File: src/rtl/pipe_stall_ctrl.sv
// Pipeline hazard/stall scheduler: Tuse/Tnew register hazards plus a mult/div busy counter,
// driving F/D write enables, the D/E bubble clear and a saturating stall-cycle counter.
module pipe_stall_ctrl #(
    parameter int unsigned MULT_CYC = 5,
    parameter int unsigned DIV_CYC  = 10,
    parameter int unsigned CNT_W    = 4,
    parameter int unsigned PERF_W   = 16
) (
    input  logic              clk_i,
    input  logic              reset_i,
    input  logic [4:0]        d_rs_i,
    input  logic [4:0]        d_rt_i,
    input  logic [1:0]        d_tuse_rs_i,
    input  logic [1:0]        d_tuse_rt_i,
    input  logic              d_is_md_i,
    input  logic [4:0]        e_wa_i,
    input  logic [1:0]        e_tnew_i,
    input  logic [4:0]        m_wa_i,
    input  logic [1:0]        m_tnew_i,
    input  logic              e_md_start_i,
    input  logic              e_md_div_i,
    output logic              stall_o,
    output logic              f_we_o,
    output logic              d_we_o,
    output logic              e_clr_o,
    output logic              md_busy_o,
    output logic [PERF_W-1:0] stall_cnt_o
);

    logic [CNT_W-1:0]  md_cnt_q, md_cnt_d;
    logic [PERF_W-1:0] stall_cnt_q, stall_cnt_d;
    logic              rs_e, rs_m, rt_e, rt_m, md_h, stall;

    assign md_busy_o = (md_cnt_q != '0);

    // A hazard exists only when the producer's result arrives later than the consumer needs it.
    always_comb begin
        rs_e  = (e_wa_i != 5'd0) && (e_wa_i == d_rs_i) && (d_tuse_rs_i < e_tnew_i);
        rs_m  = (m_wa_i != 5'd0) && (m_wa_i == d_rs_i) && (d_tuse_rs_i < m_tnew_i);
        rt_e  = (e_wa_i != 5'd0) && (e_wa_i == d_rt_i) && (d_tuse_rt_i < e_tnew_i);
        rt_m  = (m_wa_i != 5'd0) && (m_wa_i == d_rt_i) && (d_tuse_rt_i < m_tnew_i);
        md_h  = d_is_md_i && (md_busy_o || e_md_start_i);
        stall = !reset_i && (rs_e || rs_m || rt_e || rt_m || md_h);
    end

    assign stall_o     = stall;
    assign f_we_o      = !stall;
    assign d_we_o      = !stall;
    assign e_clr_o     = stall;
    assign stall_cnt_o = stall_cnt_q;

    // A new start always reloads, so the newest mult/div op wins.
    always_comb begin
        md_cnt_d = md_cnt_q;
        if (e_md_start_i) begin
            md_cnt_d = e_md_div_i ? CNT_W'(DIV_CYC) : CNT_W'(MULT_CYC);
        end else if (md_cnt_q != '0) begin
            md_cnt_d = md_cnt_q - CNT_W'(1);
        end
    end

    always_comb begin
        stall_cnt_d = stall_cnt_q;
        if (stall && (stall_cnt_q != {PERF_W{1'b1}})) begin
            stall_cnt_d = stall_cnt_q + PERF_W'(1);
        end
    end

    always_ff @(posedge clk_i) begin
        if (reset_i) begin
            md_cnt_q    <= '0;
            stall_cnt_q <= '0;
        end else begin
            md_cnt_q    <= md_cnt_d;
            stall_cnt_q <= stall_cnt_d;
        end
    end

endmodule

File: config.mk
export PLATFORM = sky130hd
export DESIGN_NAME = pipe_stall_ctrl
export DESIGN_NICKNAME = d
export VERILOG_FILES = /design/src/rtl/pipe_stall_ctrl.sv
export SDC_FILE = /design/constraint.sdc
export NUM_CORES = 1
export LEC_CHECK = 0
export CAP_MARGIN = 25
export CORE_UTILIZATION = 40
export CTS_CLUSTER_SIZE = 14
export DETAILED_ROUTE_END_ITERATION = 6
export GPL_ROUTABILITY_DRIVEN = 0
export GPL_TIMING_DRIVEN = 0
export HOLD_SLACK_MARGIN = 0.15
export PLACE_DENSITY = 0.77
export SYNTH_ARGS = -nofsm -noshare
export SYNTH_HDL_FRONTEND = slang
export SYNTH_SLANG_ARGS = --single-unit
File: constraint.sdc
create_clock -name clk_i -period 2.2 [get_ports clk_i]
set_input_delay 0.55 -clock clk_i [delete_from_list [all_inputs] [get_ports clk_i]]
set_output_delay 0.55 -clock clk_i [all_outputs]
set_load 0.01 [all_outputs]
==> metrics.log, run 1 <==
INFO  metric report.final.slew_viol_count = 0
INFO  metric finish.cell_count_without_fillers = 297
INFO  metric netlist_top_cells_count = sky130_fd_sc_hd__xor2_1 (22), sky130_fd_sc_hd__dfxtp_1 (20), sky130_fd_sc_hd__a21oi_1 (13)
INFO  metric cts_root_buf = sky130_fd_sc_hd__clkbuf_8
INFO  metric vias = approximately 1800
INFO  metric cts_buffers = 3
INFO  metric drc = 0
INFO  metric synth.largest_area_cell = sky130_fd_sc_hd__dfxtp_1
INFO  metric cp-end-kind = output port
INFO  metric grt_max_degree = 11
INFO  metric hold_violations = 0
INFO  metric antenna-diode-count = 0
INFO  metric synth-seq-area-share = a little over a quarter
INFO  metric synthCells = 174
INFO  metric p_per_area = 389.2 nW/µm²
INFO  metric worst_path_largest_cell_delay = 0.33 ns
INFO  metric synthMostInstantiatedCell = sky130_fd_sc_hd__xor2_1
INFO  metric netlist_top_cells_area = sky130_fd_sc_hd__dfxtp_1 (27%), sky130_fd_sc_hd__xor2_1 (13%), sky130_fd_sc_hd__ha_1 (5.9%)
INFO  metric finalCriticalPeriod = between 2 and 2.5 ns
INFO  metric synthFlopType = sky130_fd_sc_hd__dfxtp_1
INFO  metric fin_ws = -0.2350 ns
INFO  metric die_w = 63.06 µm
INFO  metric placed_cells = 273
INFO  metric synth_top_family_by_area = simple AND/OR/NAND/NOR gates
INFO  metric pre_cts_ws = -1.226 ns
INFO  metric cell_class_contributing_the_biggest_share_of_worst_path_delay = simple AND/OR/NAND/NOR gates
INFO  metric io-pin-count = 54
INFO  metric timing.critical_path.cells = buf_6 > xor2_1 > nor4_2 > a22oi_2 > o221ai_2 > nand2_2 > inv_2 > buf_6 > buf_6
INFO  metric tightestPinTransition = approximately 0.64 ns
INFO  metric synth_area_per_inst = 8.571 µm²
INFO  metric vdd.ir_drop.worst = 460.0 µV
INFO  metric placement.cell_area = between 2000 and 2500 µm²
INFO  metric grt_first_pass_wirelength = 9.156 mm
INFO  metric post_synth_and_or_nand_nor_area_fraction = 25.34%
INFO  metric clockBufferDepth = 2
INFO  metric final_cycle_share = 110.7%
INFO  metric wl_per_cell = ~21 µm
INFO  metric cellLeakagePower = 1.075 nW
INFO  metric synth-edff-count = 0
INFO  metric syn-num-nets = between 200 and 250
INFO  metric yosysUniqueCellTypes = slightly above 40
INFO  metric total_die_area = about 4000 µm²
INFO  metric post_synth_fa_ha_maj_area_fraction = 5.872%
INFO  metric timing.setup.critical_path_class = input port to output port
INFO  metric failed_checks = setup timing
INFO  metric gr-usage-met2 = approximately 50%
INFO  metric met3_usage = 5.616%
INFO  metric num_rows = 21
INFO  metric layout.core_utilization = between 80% and 90%
INFO  metric clock.fmax = slightly above 0.4 GHz
INFO  metric postSynthRegisterBits = 20
INFO  metric yosysWarningCount = 0
INFO  metric postSynth.asyncResetShare = 0%
INFO  metric cts.hold.buffers_added = 0
INFO  metric groute.layer.met1.usage = about a third
INFO  metric synth_mux_area_share = approximately 1.5%
INFO  metric holdCritPathClass = flop to flop
INFO  metric detail_route.wirelength = 6.110 mm
INFO  metric grt_antenna_before_repair = 0
INFO  metric timing.critical_path.fanout_max = 3
INFO  metric synthXorXnorAreaFrac = approximately 14%
INFO  metric insertion_delay_of_the_later_clocked_pin_in_the_worst_skew_pair = 0.26 ns
INFO  metric dpl.hpwl = 3.344 mm
INFO  metric drv.max_cap_violation_count = 0
INFO  metric cpMaxStageDelayCell = sky130_fd_sc_hd__nor4_2
INFO  metric gr-usage-all-layers = 29.70%
INFO  metric worst_ep_arrival_time = 1.89 ns
INFO  metric drive_above_1_share = a little under three fifths
INFO  metric remaining_number_of_nets_flagged_by_the_antenna_check_after_routing = 0
INFO  metric first_global_vias = approximately 1900
INFO  metric run_status = finished with violations
INFO  metric post_synth_instance_area = between 1000 and 1500 µm²
INFO  metric first_iter_violations = approximately 170
INFO  metric start_kind = input port
INFO  metric clock_sinks = 20
INFO  metric max_slew_margin = about 57%
INFO  metric area_overhead_of_the_layout_relative_to_synthesis = 91.69%
INFO  metric chipHeight = around 63 µm
INFO  metric post_synthesis_compound_gate_area_fraction = 19.71%
INFO  metric finalSetupViolations = 19
INFO  metric htree_levels = 1
INFO  metric grt_overflow_total = 0
INFO  metric initial_core_util = between 40% and 50%
INFO  metric crit_path_frequent_cell = sky130_fd_sc_hd__buf_6
INFO  metric viasPerCell = 5.916
INFO  metric timing.clock.skew = slightly above 0.008 ns
INFO  metric coreArea = approximately 3400 µm²
INFO  metric finalNetCount = ~290
INFO  metric final_design_area_no_fill = approximately 2900 µm²
INFO  metric drt_pre_antenna_iters = 4
INFO  metric busiest_layer = met2
INFO  metric yosysTopAreaCellShare = ~27%
INFO  metric cts_tree = yes
INFO  metric crit_required = ~1.7 ns
INFO  metric hold-worst-slack = around 0.5 ns
INFO  metric rsz0062_at_grt = true
INFO  metric clk_pin_slew_worst_paths = roughly 0.07 ns
INFO  metric portBuffers = 53
INFO  metric critical_path_buf_inv_count = 4
[power by group]
| part | leakage (nW) | switching [mW] | internal (mW) |
|---|---|---|---|
| registers | 0.166 | 0.0133 | 0.375 |
| logic | 0.888 | 0.233 | 0.247 |
| clock network | 0.0216 | 0.122 | 0.122 |
[routing by layer]
metal,up-vias,part of all wire [%]
met4,0,3.5
li1,801,-
met3,22,4.5
met5,-,0
met1,858,41
met2,76,50
[worst paths after layout]
path / from / endpoint / slack (ns) / depth (start not counted)
max: m_wa_i[0] / stall_o / -0.24 / 9
min: stall_cnt_o[11] / stall_cnt_o[11] / 0.50 / 2
max reg2reg: stall_cnt_o[1] / stall_cnt_o[9] / -0.06 / 8
min reg2reg: stall_cnt_o[11] / stall_cnt_o[11] / 0.50 / 2
[metrics by stage]
step | power, mW | setup TNS, ns
final | 1.113 | -2.384
after global routing | 1.159 | -3.219
after CTS | 1.060 | -1.869
after detailed placement | 0.7124 | -16.75
after global placement | 0.6988 | -16.44
after floorplan | 0.5648 | -0.01969
[sequential cells by signal, indices dropped and copies added (netlist names)]
register	flops
md_cnt_q	4
stall_cnt_o	16
[repair_timing]
item                       CTS  global route
setup buffers               16             5
resized for setup          201            50
pin swaps                   36            33
setup endpoints to repair   21            21
cloned                       2             0
[cell usage in the layout (no fill, tap or decap), types with 4 or more instances in the layout]
master                            Yosys  routed
sky130_fd_sc_hd__a21oi_1             13       5
sky130_fd_sc_hd__ha_4                 0       5
sky130_fd_sc_hd__buf_2                2      14
sky130_fd_sc_hd__nand3_1              5       5
sky130_fd_sc_hd__nand2b_4             1       4
sky130_fd_sc_hd__a211oi_2             0       4
sky130_fd_sc_hd__nand2_1              9       7
sky130_fd_sc_hd__xor2_1              22      15
sky130_fd_sc_hd__buf_4                2      14
sky130_fd_sc_hd__clkdlybuf4s50_1      0      19
sky130_fd_sc_hd__nor2_1               9       7
sky130_fd_sc_hd__buf_6                4      21
sky130_fd_sc_hd__o31ai_4              0       4
sky130_fd_sc_hd__dfxtp_2              0       4
sky130_fd_sc_hd__or4_4                0       9
sky130_fd_sc_hd__buf_8                0       5
sky130_fd_sc_hd__inv_1                8       5
sky130_fd_sc_hd__nor4_4               0       4
sky130_fd_sc_hd__a21oi_2              0       8
sky130_fd_sc_hd__xor2_2               0       5
sky130_fd_sc_hd__dfxtp_1             20      14
[worst reg2reg max path: stages, from the launching register on]
cell,delay [ns]
sky130_fd_sc_hd__dfxtp_4,0.37
sky130_fd_sc_hd__ha_4,0.17
sky130_fd_sc_hd__and3_4,0.20
sky130_fd_sc_hd__and4_4,0.22
sky130_fd_sc_hd__nand4b_4,0.20
sky130_fd_sc_hd__nand2b_4,0.19
sky130_fd_sc_hd__buf_4,0.15
sky130_fd_sc_hd__or4_4,0.50
sky130_fd_sc_hd__a21oi_2,0.17
[cells by family (layout without fill, tap and decap cells)]
kind of cell    Yosys count  count (layout)
compound gates           43              43
simple gates             61              61
buf+inv                  18              95
mux                       2               2
xor+xnor                 23              23
flops                    20              20
fa+ha+maj                 7               7
[final cells by class]
cell class / instances / area, µm²
timing repair buffer: 75 / 713.2
inverter: 8 / 50.05
sequential: 20 / 412.9
clock buffer: 3 / 41.29
buffer: 9 / 102.6
fill: 177 / 583.1
multi-input combinational: 136 / 1481
tap: 46 / 57.56
(Power assumes the default switching activity.)
==> run 2, diff against run 1 <==
CAP_MARGIN = unset   (was 25)
==> results of run 2 <==
The final DEF is identical to that of run 1; final timing and power are the same.
